[src/rtl/regfile_wb_pkg.sv]
// Shared constants for the ID/WB register-file slice: widths, the zero
// register index, the default pending-writer counter width and the ID
// forward-select encodings.
package regfile_wb_pkg;

    localparam int DEF_DATA_W = 32;
    localparam int DEF_NREG   = 32;
    localparam int DEF_PEND_W = 2;
    localparam int REG_ADDR_W = 5;

    localparam logic [REG_ADDR_W-1:0] REG_ZERO = 5'd0;

    // ID-stage operand source select
    typedef enum logic [1:0] {
        FA_ID_FILE   = 2'b00,
        FA_ID_EX_MEM = 2'b01,
        FA_ID_MEM_WB = 2'b10
    } fa_id_e;

    // A write-back or issue only counts when it targets a real register
    function automatic logic live_write(input logic en, input logic [REG_ADDR_W-1:0] addr);
        return en && (addr != REG_ZERO);
    endfunction

endpackage

[src/rtl/regfile_wb_sb_counter.sv]
// One pending-writer counter: saturating up/down, PEND_W bits wide.
// inc and dec together cancel. inc at full scale holds the count and
// pulses ovf for that cycle; dec at zero holds at zero silently.
module regfile_wb_sb_counter #(
    parameter int PEND_W = 2
) (
    input  logic              clk,
    input  logic              reset,
    input  logic              inc,
    input  logic              dec,
    output logic [PEND_W-1:0] cnt,
    output logic              ovf
);

    localparam logic [PEND_W-1:0] CNT_MAX = {PEND_W{1'b1}};

    logic [PEND_W-1:0] cnt_r;
    logic [PEND_W-1:0] cnt_next_s;

    // Next-count and overflow pulse from the inc/dec request pair
    always_comb begin
        cnt_next_s = cnt_r;
        ovf        = 1'b0;
        if (inc && !dec) begin
            if (cnt_r == CNT_MAX) begin
                ovf = 1'b1;
            end else begin
                cnt_next_s = cnt_r + PEND_W'(1);
            end
        end else if (dec && !inc) begin
            if (cnt_r != '0) begin
                cnt_next_s = cnt_r - PEND_W'(1);
            end else begin
                cnt_next_s = cnt_r;
            end
        end else begin
            cnt_next_s = cnt_r;
        end
    end

    // Count register, cleared by the asynchronous reset
    always_ff @(posedge clk or negedge reset) begin
        if (!reset) begin
            cnt_r <= '0;
        end else begin
            cnt_r <= cnt_next_s;
        end
    end

    assign cnt = cnt_r;

endmodule

[src/rtl/regfile_wb.sv]
// Architectural register file with pending-write scoreboard.
// MEM_WB writes the file and retires a pending writer; ID issue adds one.
// Optional build macro REGFILE_BYPASS_EN: a same-cycle retire is visible on
// the read ports (data and busy) instead of only through MEM_WB forwarding.
module regfile_wb
    import regfile_wb_pkg::*;
#(
    parameter int DATA_W = DEF_DATA_W,
    parameter int NREG   = DEF_NREG,
    parameter int PEND_W = DEF_PEND_W
) (
    input  logic                  clk,
    input  logic                  reset,
    input  logic                  MEM_WB_RegWrite,
    input  logic [REG_ADDR_W-1:0] MEM_WB_Write_register,
    input  logic [DATA_W-1:0]     MEM_WB_Write_data,
    input  logic [REG_ADDR_W-1:0] IF_ID_rs,
    input  logic [REG_ADDR_W-1:0] IF_ID_rt,
    output logic [DATA_W-1:0]     Read_data1,
    output logic [DATA_W-1:0]     Read_data2,
    input  logic                  issue_valid,
    input  logic [REG_ADDR_W-1:0] issue_rd,
    input  logic                  issue_cancel,
    output logic                  rs_busy,
    output logic                  rt_busy,
    output logic                  sb_overflow
);

    logic [DATA_W-1:0]            regs_r [NREG];
    logic [NREG-1:0][PEND_W-1:0]  cnt_s;
    logic [NREG-1:0]              ovf_s;
    logic                         sb_overflow_r;
    logic                         issue_ev_s;
    logic                         retire_ev_s;

    assign issue_ev_s  = live_write(issue_valid && !issue_cancel, issue_rd);
    assign retire_ev_s = live_write(MEM_WB_RegWrite, MEM_WB_Write_register);

    // Register 0 is hardwired zero and has no scoreboard entry
    assign cnt_s[0] = '0;
    assign ovf_s[0] = 1'b0;

    generate
        for (genvar g = 1; g < NREG; g++) begin : g_cnt
            logic inc_s;
            logic dec_s;
            assign inc_s = issue_ev_s  && (issue_rd == REG_ADDR_W'(g));
            assign dec_s = retire_ev_s && (MEM_WB_Write_register == REG_ADDR_W'(g));
            regfile_wb_sb_counter #(
                .PEND_W (PEND_W)
            ) u_cnt (
                .clk   (clk),
                .reset (reset),
                .inc   (inc_s),
                .dec   (dec_s),
                .cnt   (cnt_s[g]),
                .ovf   (ovf_s[g])
            );
        end
    endgenerate

    // Write-back into the file; $0 writes never land
    always_ff @(posedge clk or negedge reset) begin
        if (!reset) begin
            for (int i = 0; i < NREG; i++) begin
                regs_r[i] <= '0;
            end
        end else if (retire_ev_s) begin
            regs_r[MEM_WB_Write_register] <= MEM_WB_Write_data;
        end else begin
            regs_r[MEM_WB_Write_register] <= regs_r[MEM_WB_Write_register];
        end
    end

    // Sticky record that some issue found its counter already full
    always_ff @(posedge clk or negedge reset) begin
        if (!reset) begin
            sb_overflow_r <= 1'b0;
        end else begin
            sb_overflow_r <= sb_overflow_r | (|ovf_s);
        end
    end

    assign sb_overflow = sb_overflow_r;

    // Port 1 read data and busy, zero register first
    always_comb begin
        Read_data1 = '0;
        rs_busy    = 1'b0;
        if (IF_ID_rs == REG_ZERO) begin
            Read_data1 = '0;
            rs_busy    = 1'b0;
`ifdef REGFILE_BYPASS_EN
        end else if (retire_ev_s && (MEM_WB_Write_register == IF_ID_rs)) begin
            Read_data1 = MEM_WB_Write_data;
            rs_busy    = (cnt_s[IF_ID_rs] > PEND_W'(1));
`endif
        end else begin
            Read_data1 = regs_r[IF_ID_rs];
            rs_busy    = (cnt_s[IF_ID_rs] != '0);
        end
    end

    // Port 2 read data and busy, zero register first
    always_comb begin
        Read_data2 = '0;
        rt_busy    = 1'b0;
        if (IF_ID_rt == REG_ZERO) begin
            Read_data2 = '0;
            rt_busy    = 1'b0;
`ifdef REGFILE_BYPASS_EN
        end else if (retire_ev_s && (MEM_WB_Write_register == IF_ID_rt)) begin
            Read_data2 = MEM_WB_Write_data;
            rt_busy    = (cnt_s[IF_ID_rt] > PEND_W'(1));
`endif
        end else begin
            Read_data2 = regs_r[IF_ID_rt];
            rt_busy    = (cnt_s[IF_ID_rt] != '0);
        end
    end

endmodule

[config.mk]
export PLATFORM = sky130hd
export DESIGN_NAME = regfile_wb
export DESIGN_NICKNAME = d
export VERILOG_FILES = /design/src/rtl/regfile_wb_pkg.sv /design/src/rtl/regfile_wb_sb_counter.sv /design/src/rtl/regfile_wb.sv
export SDC_FILE = /design/constraint.sdc
export NUM_CORES = 2
export LEC_CHECK = 0
export CORE_MARGIN = 1.5
export CORE_UTILIZATION = 35
export CTS_BUF_LIST = sky130_fd_sc_hd__clkbuf_8 sky130_fd_sc_hd__clkbuf_16
export CTS_CLUSTER_DIAMETER = 200
export DETAILED_ROUTE_END_ITERATION = 12
export HOLD_SLACK_MARGIN = 0.03
export PLACE_DENSITY = 0.48
export SLEW_MARGIN = 20
export SYNTH_ARGS = -nofsm -noshare
export SYNTH_HDL_FRONTEND = slang
export SYNTH_SLANG_ARGS = --single-unit
[constraint.sdc]
create_clock -name clk -period 3.09 [get_ports clk]
set_input_delay 0.309 -clock clk [delete_from_list [all_inputs] [get_ports clk]]
set_output_delay 0.309 -clock clk [all_outputs]
set_load 0.02 [all_outputs]
==> results.md <==
* Comb pwr share at 27.0%
* Finished Cell Area at 0.07711 mm²
* Final Cycle Share at 99.11%
* Crit path launch: regs_r[98]
* Crit path largest cell delay at 0.51 ns
* RSZ-0062 raised after global routing: no
* Net Switching at 16.42 mW
* CTS Buffer Depth at 3
* Number of clock sinks at 1,087
* Worst Path Max Fanout at 4
* Chip Width at 432.1 µm
* Synth Warn # at 0
* Die height at 432.1 µm
* Final WL at 268.1 mm
* Synthesized area at 0.06444 mm²
* Fin. max-slew vios at 0
* Synth Area per Inst at 11.20 µm²
* Reg power frac at 41.7%
* Crit-path slowest cell: mux4_2
* Vias in the first global route at 50,540
* # port buffers at 123
* Leak at 32.55 nW
* Startpoint Class: register
* ANT nets after route at 0
* Total CTS buffers at 130
* Detail Placement HPWL at 180.3 mm
* Die ar. at 0.1867 mm²
* Dpl cells at 8,243
* Area post-placement at 0.07259 mm²
* CTS tree: yes
* # DRC at 0
* Worst Setup End Kind: output pin
* Non-Filler Instances at 8,501
* Largest net degree at the start of global routing at 123
* P per Cell Area at 650.6 mW/mm²
* Clock root buffer: clkbuf_16
* Share of cells above drive strength 1 at 28.93%
* Initial antenna violation count at 9
* Grt ovf at 0
* Max-cap violation count at 0
* Tmin final at 3.062 ns
* Asr flop ratio synth at 100.0%
* R2R Path Start: regs_r[898]
* Global Route Usage Sum at 28.85%
* Final setup viols at 0
* Rows at 157
* Detailed Route Iter0 Violations at 5,804
* Worst slew pin tran at 0.9252 ns
* DRT Pass-1 Iters at 5
* Top FF cell, synth: dfrtp_1
* First-pass GRT wire length at 385.4 mm
* Worst EP required at 2.78 ns
* Number of synthesized flops with an enable pin at 0
* Post-synthesis sequential area ratio at 42.21%
* Clk pwr share at 31.3%
* Starting Density at 35.20%
* WL/cell at 31.53 µm
* Worst vdd ir at 486.2 µV
* Sw Share at 32.74%
* Synth Register Bits at 1,087
* Post-synth top cells: nand2_1 (1,158), dfrtp_1 (1,087), o21ai_0 (1,019)
* Core Box Area at 0.1831 mm²
* HP Class: in2reg
* WP data arrival at 2.75 ns
* Routed vias at 51,380
* Int Pwr at 33.74 mW
* Clock latency on the worst-skew pair at 0.80 ns
* Reg clk slew, reported paths at 0.06 ns
* RD Place Congestion at 0.9092
* Post-synth top area share at 42.21%
* Routed vias/inst at 6.044
* I/O pin total at 124
* Leading post-synthesis cells by cell area: dfrtp_1 (42%), mux4_2 (29%), o21ai_0 (7.9%)
* Final Hold Viols at 0
* Dominant cell by count in the synthesized netlist: nand2_1
* Mapped Nets at 5,809
* Number of cells produced by synthesis at 5,752
* Synth unique cells at 68
* Post-route clock skew at 0.02997 ns
* H-tree depth at 4
* Nets at 5,996
* Area delta synth->final at 19.66%
* Outcome: finished, final reports clean
* Post-synth top area cell: dfrtp_1
* Slew margin rel. at 38.32%
* Peak Freq at 326.5 MHz
* CP cell instances: mux4_2, mux4_2, nand2_1, o21ai_2, buf_4, buf_4
* CP Class: reg2out
* Min-delay src: MEM_WB_Write_register[4]
[area by class of cell]
cell class / count / area [µm²]
flip-flops and latches: 1087 / 27210
diodes: 2 / 5.005
well taps: 2464 / 3083
repair buffers: 666 / 7342
clock inverters: 70 / 588.1
inverters: 89 / 334.1
fillers: 17430 / 106000
clock buffers: 158 / 3695
multi-input cells: 3965 / 34850
[cell families after synthesis]
group,share of synthesized area (%)
and+or+nand+nor,9.655
AOI/OAI and AO/OA,12.11
DFF,42.21
muxes,31.58
buffers and inverters,4.440
[placed cells by master (no fill, tap or decap), drive strengths merged, types with 8 or more instances in the layout]
cell and count:
a211oi 27, a21oi 86, a221oi 16, a22o 9, a22oi 40, and2 8
and3 11, buf 600, clkbuf 164, clkdlybuf4s15 15, clkdlybuf4s50 41, clkinv 26
dfrtp 1087, inv 121, mux2i 176, mux4 822, nand2 1158, nand2b 10
nand3 41, nand4 24, nor2 148, nor2b 11, nor3 45, nor4 8
o211ai 22, o21ai 1135, o22ai 78
[state kept, by name, indices dropped and copies added, names as in the netlist]
| signal | count |
|---|---|
| regs_r | 1024 |
| sb_overflow | 1 |
| g_cnt.u_cnt.cnt | 62 |
[what timing repair did]
item                                    CTS  global route
hold buffers                              3             0
endpoints found under the hold margin   457             0
buffers inserted                         17            10
endpoints found under the setup margin   55            35
resized for setup                       198            52
pin swaps                                 1             1
[routing by layer]
layer  wire [µm]  global-route usage [%]  share of wire, %  vias to the layer above
met1      109700                   39.26                41                    26580
met2      123100                   44.84                46                     2407
li1            -                       -                 -                    21840
met4       12940                   12.18               4.8                        6
met3       22310                   5.888               8.3                      548
met5          41                       0             0.015                        -
[per-stage QoR]
| stage | hold WS (ns) | total power [mW] | util, % | TNS, ns | worst slack (ns) |
|---|---|---|---|---|---|
| after global routing | 0.3520 | 52.55 | 42.12 | 0 | 0.001067 |
| after global placement | 0.2382 | 34.17 | 39.65 | -2.839 | -0.2433 |
| after CTS | 0.2954 | 50.25 | 42.06 | -0.006890 | -0.006890 |
| after floorplan | 0.01341 | 28.92 | - | 0 | 0.1343 |
| after detailed placement | 0.2436 | 34.49 | 39.65 | -4.793 | -0.2394 |
| final | 0.3537 | 50.16 | 42.12 | 0 | 0.02757 |
[power groups by stage]
stage	registers, mW	logic [mW]	clock network (mW)
2_1_floorplan	19.7	9.20	0
3_3_place_gp	20.9	13.3	0
3_5_place_dp	21.0	13.5	0
4_1_cts	20.8	13.6	15.9
5_1_grt	21.3	14.7	16.5
6_report	20.9	13.6	15.7
[final timing paths]
kind,end,depth (start not counted),slack [ns]
worst max-delay path,Read_data1[2],6,0.03
worst min-delay path,g_cnt[5].u_cnt.cnt[0],6,0.35
worst max register to register,regs_r[546],7,0.59
worst min register to register,regs_r[1023],0,0.40
max in group asynchronous,regs_r[444],4,1.16
min in group asynchronous,regs_r[985],3,0.56
[worst max-delay path, delay by kind of cell (launching register included)]
kind,cells,cell delay (ns)
buffers and inverters,2,0.34
DFF,1,0.42
and+or+nand+nor,1,0.10
muxes,2,1.00
AOI/OAI and AO/OA,1,0.09
Power figures use the tool's default switching activity.
